<file path="config.mk">
export PLATFORM = sky130hd
export DESIGN_NAME = dt_walk_engine
export DESIGN_NICKNAME = d
export VERILOG_FILES = /design/src/rtl/dt_walk_engine.sv
export SDC_FILE = /design/constraint.sdc
export NUM_CORES = 1
export LEC_CHECK = 0
export ABC_AREA = 1
export CAP_MARGIN = 20
export CORE_MARGIN = 2
export CORE_UTILIZATION = 40
export CTS_BUF_LIST = sky130_fd_sc_hd__clkbuf_16
export DETAILED_ROUTE_END_ITERATION = 10
export GPL_TIMING_DRIVEN = 0
export PLACE_DENSITY_LB_ADDON = 0.12
export SLEW_MARGIN = 10
export SYNTH_ARGS = -nofsm -noshare
export SYNTH_HDL_FRONTEND = slang
export SYNTH_SLANG_ARGS = --single-unit
</file>
<file path="constraint.sdc">
create_clock -name clk -period 4.37 [get_ports clk]
set_clock_uncertainty 0.05 [all_clocks]
set_input_delay 0.437 -clock clk [delete_from_list [all_inputs] [get_ports clk]]
set_output_delay 0.437 -clock clk [all_outputs]
set_load 0.01 [all_outputs]
</file>
<file path="src/rtl/dt_walk_engine.sv">
// ---------------------------------------------------------------------------
// dt_walk_engine : table-driven decision-tree classifier, one node per clock
// Revision 1.0
// ---------------------------------------------------------------------------
`default_nettype none

module dt_walk_engine #(
  parameter int IN_W      = 5,
  parameter int OUT_W     = 5,
  parameter int NODE_AW   = 4,
  parameter int MAX_DEPTH = 8,
  localparam int FSEL_W   = (IN_W > 1) ? $clog2(IN_W) : 1,
  localparam int ENT_W    = 1 + FSEL_W + 2 * NODE_AW
) (
  input  logic               clk,
  input  logic               rst,
  input  logic               cfg_we,
  input  logic [NODE_AW-1:0] cfg_addr,
  input  logic [ENT_W-1:0]   cfg_wdata,
  input  logic               in_valid,
  output logic               in_ready,
  input  logic [IN_W-1:0]    in_data,
  output logic               out_valid,
  input  logic               out_ready,
  output logic [OUT_W-1:0]   out_data,
  output logic               out_err
);

  localparam int DEPTH_W  = (MAX_DEPTH > 1) ? $clog2(MAX_DEPTH) : 1;
  localparam int N_NODES  = 2 ** NODE_AW;
  localparam logic [FSEL_W:0]    C_IN_W       = IN_W[FSEL_W:0];
  localparam logic [DEPTH_W-1:0] C_DEPTH_LAST = DEPTH_W'(MAX_DEPTH - 1);

  generate
    if (OUT_W > FSEL_W + 2 * NODE_AW) begin : g_bad_out_w
      $error("dt_walk_engine: OUT_W does not fit in a node entry");
    end
  endgenerate

  typedef enum logic [1:0] {
    IDLE = 2'd0,
    WALK = 2'd1,
    DONE = 2'd2
  } state_t;

  state_t              r_state;
  state_t              w_state_nxt;
  logic [ENT_W-1:0]    r_table [N_NODES];
  logic [IN_W-1:0]     r_feat;
  logic [NODE_AW-1:0]  r_ptr;
  logic [DEPTH_W-1:0]  r_depth;
  logic [OUT_W-1:0]    r_out_data;
  logic                r_out_err;

  logic [ENT_W-1:0]    w_entry;
  logic                w_split;
  logic [FSEL_W-1:0]   w_sel;
  logic [NODE_AW-1:0]  w_child_t;
  logic [NODE_AW-1:0]  w_child_f;
  logic                w_sel_bad;
  logic                w_bit;
  logic                w_accept;
  logic                w_step;
  logic                w_leaf;
  logic                w_abort;

  assign w_entry   = r_table[r_ptr];
  assign w_split   = w_entry[ENT_W-1];
  assign w_sel     = w_entry[FSEL_W+2*NODE_AW-1:2*NODE_AW];
  assign w_child_t = w_entry[2*NODE_AW-1:NODE_AW];
  assign w_child_f = w_entry[NODE_AW-1:0];
  assign w_sel_bad = ({1'b0, w_sel} >= C_IN_W);

  // Out-of-range selects never reach the mux output; they abort the walk instead.
  always_comb begin
    w_bit = 1'b0;
    for (int i = 0; i < IN_W; i++) begin
      if (w_sel == FSEL_W'(i)) w_bit = r_feat[i];
    end
  end

  always_ff @(posedge clk) begin
    if (rst) r_state <= IDLE;
    else     r_state <= w_state_nxt;
  end

  always_comb begin
    w_state_nxt = r_state;
    in_ready    = 1'b0;
    out_valid   = 1'b0;
    w_accept    = 1'b0;
    w_step      = 1'b0;
    w_leaf      = 1'b0;
    w_abort     = 1'b0;
    case (r_state)
      IDLE: begin
        in_ready = ~cfg_we & ~rst;
        if (in_valid && !cfg_we && !rst) begin
          w_accept    = 1'b1;
          w_state_nxt = WALK;
        end
      end
      WALK: begin
        if (!w_split) begin
          w_leaf      = 1'b1;
          w_state_nxt = DONE;
        end else if (w_sel_bad || (r_depth == C_DEPTH_LAST)) begin
          w_abort     = 1'b1;
          w_state_nxt = DONE;
        end else begin
          w_step = 1'b1;
        end
      end
      DONE: begin
        out_valid = 1'b1;
        if (out_ready) w_state_nxt = IDLE;
      end
      default: w_state_nxt = IDLE;
    endcase
  end

  // Writes only land in IDLE so a walk always sees a frozen table.
  always_ff @(posedge clk) begin
    if (rst) begin
      for (int i = 0; i < N_NODES; i++) r_table[i] <= '0;
    end else if (cfg_we && (r_state == IDLE)) begin
      r_table[cfg_addr] <= cfg_wdata;
    end
  end

  always_ff @(posedge clk) begin
    if (rst) begin
      r_feat     <= '0;
      r_ptr      <= '0;
      r_depth    <= '0;
      r_out_data <= '0;
      r_out_err  <= 1'b0;
    end else begin
      if (w_accept) begin
        r_feat  <= in_data;
        r_ptr   <= '0;
        r_depth <= '0;
      end
      if (w_step) begin
        r_ptr   <= w_bit ? w_child_t : w_child_f;
        r_depth <= r_depth + 1'b1;
      end
      if (w_leaf) begin
        r_out_data <= w_entry[OUT_W-1:0];
        r_out_err  <= 1'b0;
      end
      if (w_abort) begin
        r_out_data <= '0;
        r_out_err  <= 1'b1;
      end
    end
  end

  assign out_data = r_out_data;
  assign out_err  = r_out_err;

endmodule

`default_nettype wire

</file>
==> results of run 1 <==
[area by class of cell]
class / instances / area, µm²
tap: 324 / 405
inverter: 62 / 235
clock buffer: 25 / 626
sequential: 216 / 6250
clock inverter: 20 / 81.3
timing repair buffer: 32 / 320
buffer: 70 / 365
fill: 2419 / 12900
multi-input combinational: 626 / 2880
[how the worst max path moves through the flow]
stage	start	endpoint	slack [ps]	depth (start not counted)
4_1_cts	rst	r_table[5][0]	1140	7
2_1_floorplan	rst	r_table[0][0]	2120	7
3_5_place_dp	rst	r_table[5][0]	590	7
6_report	rst	r_table[5][11]	1230	7
5_1_grt	rst	r_table[5][0]	950	7
3_3_place_gp	rst	r_table[2][2]	600	7
[cells in the final DEF, fill, tap and decap left out, types with 2 or more instances in the layout]
cell type | Yosys | routed
o22ai_1 | 7 | 7
a32o_1 | 2 | 2
buf_2 | 9 | 9
nand2_4 | 4 | 4
edfxtp_1 | 192 | 192
clkinv_1 | 0 | 2
clkdlybuf4s50_1 | 0 | 32
o21ai_1 | 8 | 8
nand3_2 | 4 | 4
inv_1 | 55 | 68
a221oi_1 | 2 | 2
clkbuf_1 | 44 | 44
dfxtp_1 | 24 | 24
a21oi_1 | 23 | 23
clkbuf_16 | 0 | 25
buf_6 | 3 | 3
buf_4 | 11 | 11
o21ai_0 | 61 | 61
o221ai_1 | 22 | 22
ha_1 | 2 | 2
nand2_1 | 132 | 132
nor2_1 | 273 | 273
nor3_1 | 5 | 5
nand2_2 | 5 | 5
inv_2 | 6 | 9
nand3_1 | 54 | 54
o211ai_1 | 12 | 12
or2_1 | 3 | 3
[Yosys cell counts]
cell type,n
nor2_1,273
edfxtp_1,192
nand2_1,132
o21ai_0,61
inv_1,55
nand3_1,54
clkbuf_1,44
dfxtp_1,24
a21oi_1,23
o221ai_1,22
o211ai_1,12
buf_4,11
buf_2,9
o21ai_1,8
o22ai_1,7
inv_2,6
nand2_2,5
nor3_1,5
nand2_4,4
nand3_2,4
buf_6,3
or2_1,3
a221oi_1,2
a32o_1,2
ha_1,2
a21oi_2,1
a21oi_4,1
buf_1,1
buf_12,1
buf_8,1
inv_4,1
nor2_2,1
nor2_4,1
nor4_1,1
o211ai_2,1
o21ai_4,1
[kinds of logic (layout without fill, tap and decap cells)]
group                      Yosys count  count (layout)
AOI/OAI and AO/OA                  141             141
adders and majority gates            2               2
buffers and inverters              132             209
DFF                                216             216
and+or+nand+nor                    483             483
[per-layer routing]
metal	vias to the layer above	global-route usage, %	share of wire (%)
li1	3411	-	-
met1	3588	30.2	42
met2	254	38.6	48
met3	46	3.58	7.0
met4	0	8.15	3.1
met5	-	0	0
[per-stage QoR]
step	utilization, %	total power, mW	instance area (µm²)	hold WS, ps	setup slack [ps]
finish	46.3	4.43	11200	254	1230
global route	46.3	4.56	11200	272	949
CTS	46.3	4.44	11200	245	1140
detailed placement	43.4	2.63	10500	397	591
global placement	43.4	2.62	10500	396	605
floorplan	-	2.52	9720	380	2120
[power groups by stage]
| stage | combinational [mW] | clock, mW | sequential (mW) |
|---|---|---|---|
| 3_5_place_dp | 0.248 | 0 | 2.38 |
| 4_1_cts | 0.249 | 1.86 | 2.34 |
| 3_3_place_gp | 0.246 | 0 | 2.38 |
| 2_1_floorplan | 0.144 | 0 | 2.37 |
| 6_report | 0.247 | 1.85 | 2.34 |
| 5_1_grt | 0.271 | 1.94 | 2.34 |
[flip-flops by register name, summed over array words and instances (netlist names), named ones only]
signal / cells
r_depth: 3
out_data: 5
out_err: 1
r_table: 192
r_feat: 5
r_ptr: 4
r_state: 2
==> flow_summary.ini, run 1 <==
[run_status]
status = finished, final reports clean

[critical_path]
reg2reg_from = r_state[0]
crit_family = simple AND/OR/NAND/NOR gates
cp.arrival_ps = 3170
worstReg2RegEnd = r_table[5][11]
worstPathRequired_ps = 4400
crit_type = in -> reg
cp_slowest_cell = nand2_1
critPathLaunchType = input port
cp_max_fo = 12
rrSetupSlack_ps = 1280
endpoint_kind = flop
worst-r2r-cell-count = 6
path_cells = clkbuf_1 > inv_1 > nand3_1 > nor3_1 > nand2_1 > clkbuf_1 > nand2_1
cpPeakStageDelay_ps = 700
path_buf_inv = 3

[final_layout]
fin_nets = 1061
syn_to_final_growth_pct = 14.7
fin_cells = 1375
drive_above_1_share_pct = 7.71
antennaDiodeCount = 0

[timing]
fmax_mhz = 319
worst_pin_slew_ps = 792
tns_ps = 0
setup_viol = 0
min_period_ps = 3140
period_share_pct = 71.8
hold_viol = 0
rsz0062_at_grt = false
maxSlewHeadroom_pct = 47.2
drv_slew = 0

[global_route]
grt_pass1_vias = 7093
grt_max_degree = 13
overflow = 0
grt_pass1_wl_mm = 43.3
grt_util_all_layers_pct = 22.9
antenna_found_initial = 0

[clock_network]
clk_pin_slew_ps = 60
hold_buffers = 0
htreeDepth = 1
cts_max_path_buffers = 3
cts_made_buffers = 25
cts_sinks = 216
root_buffer = clkbuf_16
post_cts_buffers = 0
clk_latency_ps = 530
cts_tree = done
cts-resized-gates = 0

[logic_synthesis]
synth_seq_area_share_pct = 64.2
synth_cell_types = 36
synth_top_area_share_pct = 59.3
syn_area_um2 = 9720
netlist_top_cells_area = edfxtp_1 (59%), nor2_1 (11%), nand2_1 (5.1%)
syn_nets = 1002
syn_area_per_cell_um2 = 9.98
synth_adder_area_share_pct = 0.257
synth_cells = 974
synth-xor-area-share_pct = 0
synth-seq-cells = 216
synth-compound-area-share_pct = 9.03
yosys.area_share.simple_pct = 20.3
yosys.area.top_type = edfxtp_1
yosys_warnings = 0
synthMuxAreaShare_pct = 0
synth_top_family_by_area = simple AND/OR/NAND/NOR gates

[pwr]
pwr-share-comb_pct = 5.6
vdd_drop_max_mv = 0.231
switchingPower_mw = 1.02
clkPwrFrac_pct = 41.7
intPower_mw = 3.41
swShare_pct = 23.0
p_per_area_nw_per_um2 = 397
power.leakage_nw = 4.43
pwr-share-seq_pct = 52.7

[routing]
wl_mm = 29.6
post_drt_wl_per_cell_um = 21.5
drt-initial-drc-count = 547
drc = 0
post_drt_via_cell_ratio = 5.31
via_count = 7299
ant_nets = 0
dr.pass1.iters = 5

[placed_design]
place.gp.congestion = 0.816
dp.cells = 1330
dp_hpwl_mm = 20.0
buffer_ports.inserted = 32

[job]
maxCapViolCount = 0

[hold_path]
hp-start = rst
whs_endpoint = r_state[0]
whs_path_depth = 2
hp-class = in -> reg

[floorplanning]
die_y_um = 160
start_util_pct = 40.3
die_w_um = 160
std_cell_rows = 57
io_pins = 34
core_area_um2 = 24100
die_area_um2 = 25600
Note: power is estimated with default switching activity, not from simulation.
==> run 2, diff against run 1 <==
clock period = 3 ns   (was 4.37 ns; I/O delays follow)
==> run 2 against run 1 <==
  * Die area did not move
  * Via count is 0.55% higher
  * Combinational power is 48% higher
  * Wire length fell by 0.25%
  * Sequential share of layout area down 0.24 points
  * Core utilization grew 0.20 points
  * Register-to-register slack lost 1100 ps
  * Critical path depth grew 4
==> flow_summary.ini, run 2 (synthesis results as in run 1) <==
[timing]
period_share_pct = 93.0
drv_slew = 0
hold_viol = 0
fmax_mhz = 358
rsz0062_at_grt = false
worst_pin_slew_ps = 820
min_period_ps = 2790
tns_ps = 0
maxSlewHeadroom_pct = 45.3
setup_viol = 0
setup_ws_ps = 210

[floorplanning]
std_cell_rows = 57
die_w_um = 160
die_y_um = 160
die_area_um2 = 25600
io_pins = 34
start_util_pct = 40.3
core_area_um2 = 24100

[clock_network]
cts_made_buffers = 25
clk_pin_slew_ps = 60
cts_sinks = 216
clk_latency_ps = 530
root_buffer = clkbuf_16
htreeDepth = 1
post_cts_buffers = 0
hold_buffers = 0
cts_max_path_buffers = 3
cts_tree = done

[final_layout]
layout_common_cells = nor2_1 (273), edfxtp_1 (192), nand2_1 (118)
fin_nets = 1060
antennaDiodeCount = 0
syn_to_final_growth_pct = 15.2
regMostFlops = r_table
final_common_cell = nor2_1
largest_register_ffs = 192
drive_above_1_share_pct = 9.24

[critical_path]
endpoint_kind = flop
crit_type = reg -> reg
crit_family = buffers and inverters
cp_slowest_cell = buf_1
worstPathRequired_ps = 3340
cpPeakStageDelay_ps = 580
cp_max_fo = 10
critPathLaunchType = flop
cp.arrival_ps = 3130
path_buf_inv = 5
path_cells = buf_4 > inv_1 > buf_2 > buf_1 > o221ai_1 > nand3_1 > nand2_1 > inv_1 > nand2_1 > nand3_1 > a21oi_1

[hold_path]
hp-class = in -> reg

[routing]
drc = 0
post_drt_via_cell_ratio = 5.34
via_count = 7339
wl_mm = 29.5
drt-initial-drc-count = 543
ant_nets = 0
post_drt_wl_per_cell_um = 21.5
dr.pass1.iters = 5

[placed_design]
place.gp.congestion = 0.816
preCtsSetupSlack_ps = -642
dp_hpwl_mm = 20.0
buffer_ports.inserted = 32

[global_route]
antenna_found_initial = 0
grt_max_degree = 13
overflow = 0
grt_util_all_layers_pct = 22.9
grt_pass1_vias = 7090
grt_pass1_wl_mm = 43.3

[pwr]
p_per_area_nw_per_um2 = 576
power.leakage_nw = 4.43
vdd_drop_max_mv = 0.338
p_total_mw = 6.45

[job]
maxCapViolCount = 0

[run_status]
status = finished, final reports clean
run 2: cell types whose count changed in the layout (fill, tap and decap cells not counted), sizes merged:
cell,previous run,this run
clkbuf,69,68
run 2: cell type report:
cell class              instances  area, µm²
well taps                     324        405
multi-input cells             626       2930
clock buffers                  25        626
plain buffers                  69        363
repair buffers                 32        320
flip-flops and latches        216       6250
fillers                      2416      12900
clock inverters                20       81.3
inverters                      62        235
run 2: final timing paths:
| path | startpoint | to | slack (ps) | cells past startpoint |
|---|---|---|---|---|
| setup / recovery | flop | flop | 210 | 11 |
| hold / removal | rst | r_state[0] | 110 | 2 |
| setup reg to reg | flop | flop | 210 | 11 |
| hold reg to reg | r_feat[2] | r_feat[2] | 410 | 2 |
run 2: stage by stage:
step	cells	hold WS (ps)	area, µm²	utilization (%)
after floorplan	974	360	9720	-
after global placement	1330	396	10500	43.4
after detailed placement	1330	397	10500	43.4
after CTS	1375	108	11200	46.4
after global routing	1374	135	11200	46.5
final	1374	113	11200	46.5
run 2: report_power, final:
group	leakage (nW)	internal, mW	switching, mW	total [mW]
clock	0.402	1.50	1.19	2.68
combinational	1.83	0.101	0.265	0.365
sequential	2.20	3.37	0.0285	3.40
total	4.43	4.97	1.48	6.45
run 2: what timing repair did:
action                     4_1_cts  5_1_grt
cloned                           0        0
pin swaps                        0        0
setup endpoints to repair       82      136
resized for setup                7       12
run 2: worst register-to-register path, stage by stage (launching register included):
cell	delay [ps]
dfxtp_1	290
buf_4	180
inv_1	150
buf_2	350
buf_1	580
o221ai_1	400
nand3_1	150
nand2_1	130
inv_1	120
nand2_1	60
nand3_1	100
a21oi_1	90
run 2: per-layer routing:
layer	vias up	global-route usage [%]	share of wire, %
met5	-	0	0
met4	0	8.15	3.1
met3	50	3.56	7.1
met2	273	38.6	48
met1	3597	30.3	42
li1	3419	-	-
==> run 3, diff against run 2 <==
SLEW_MARGIN = 30   (was 10)
==> results of run 3 <==
Final layout, timing and power as in run 2 (identical DEF).
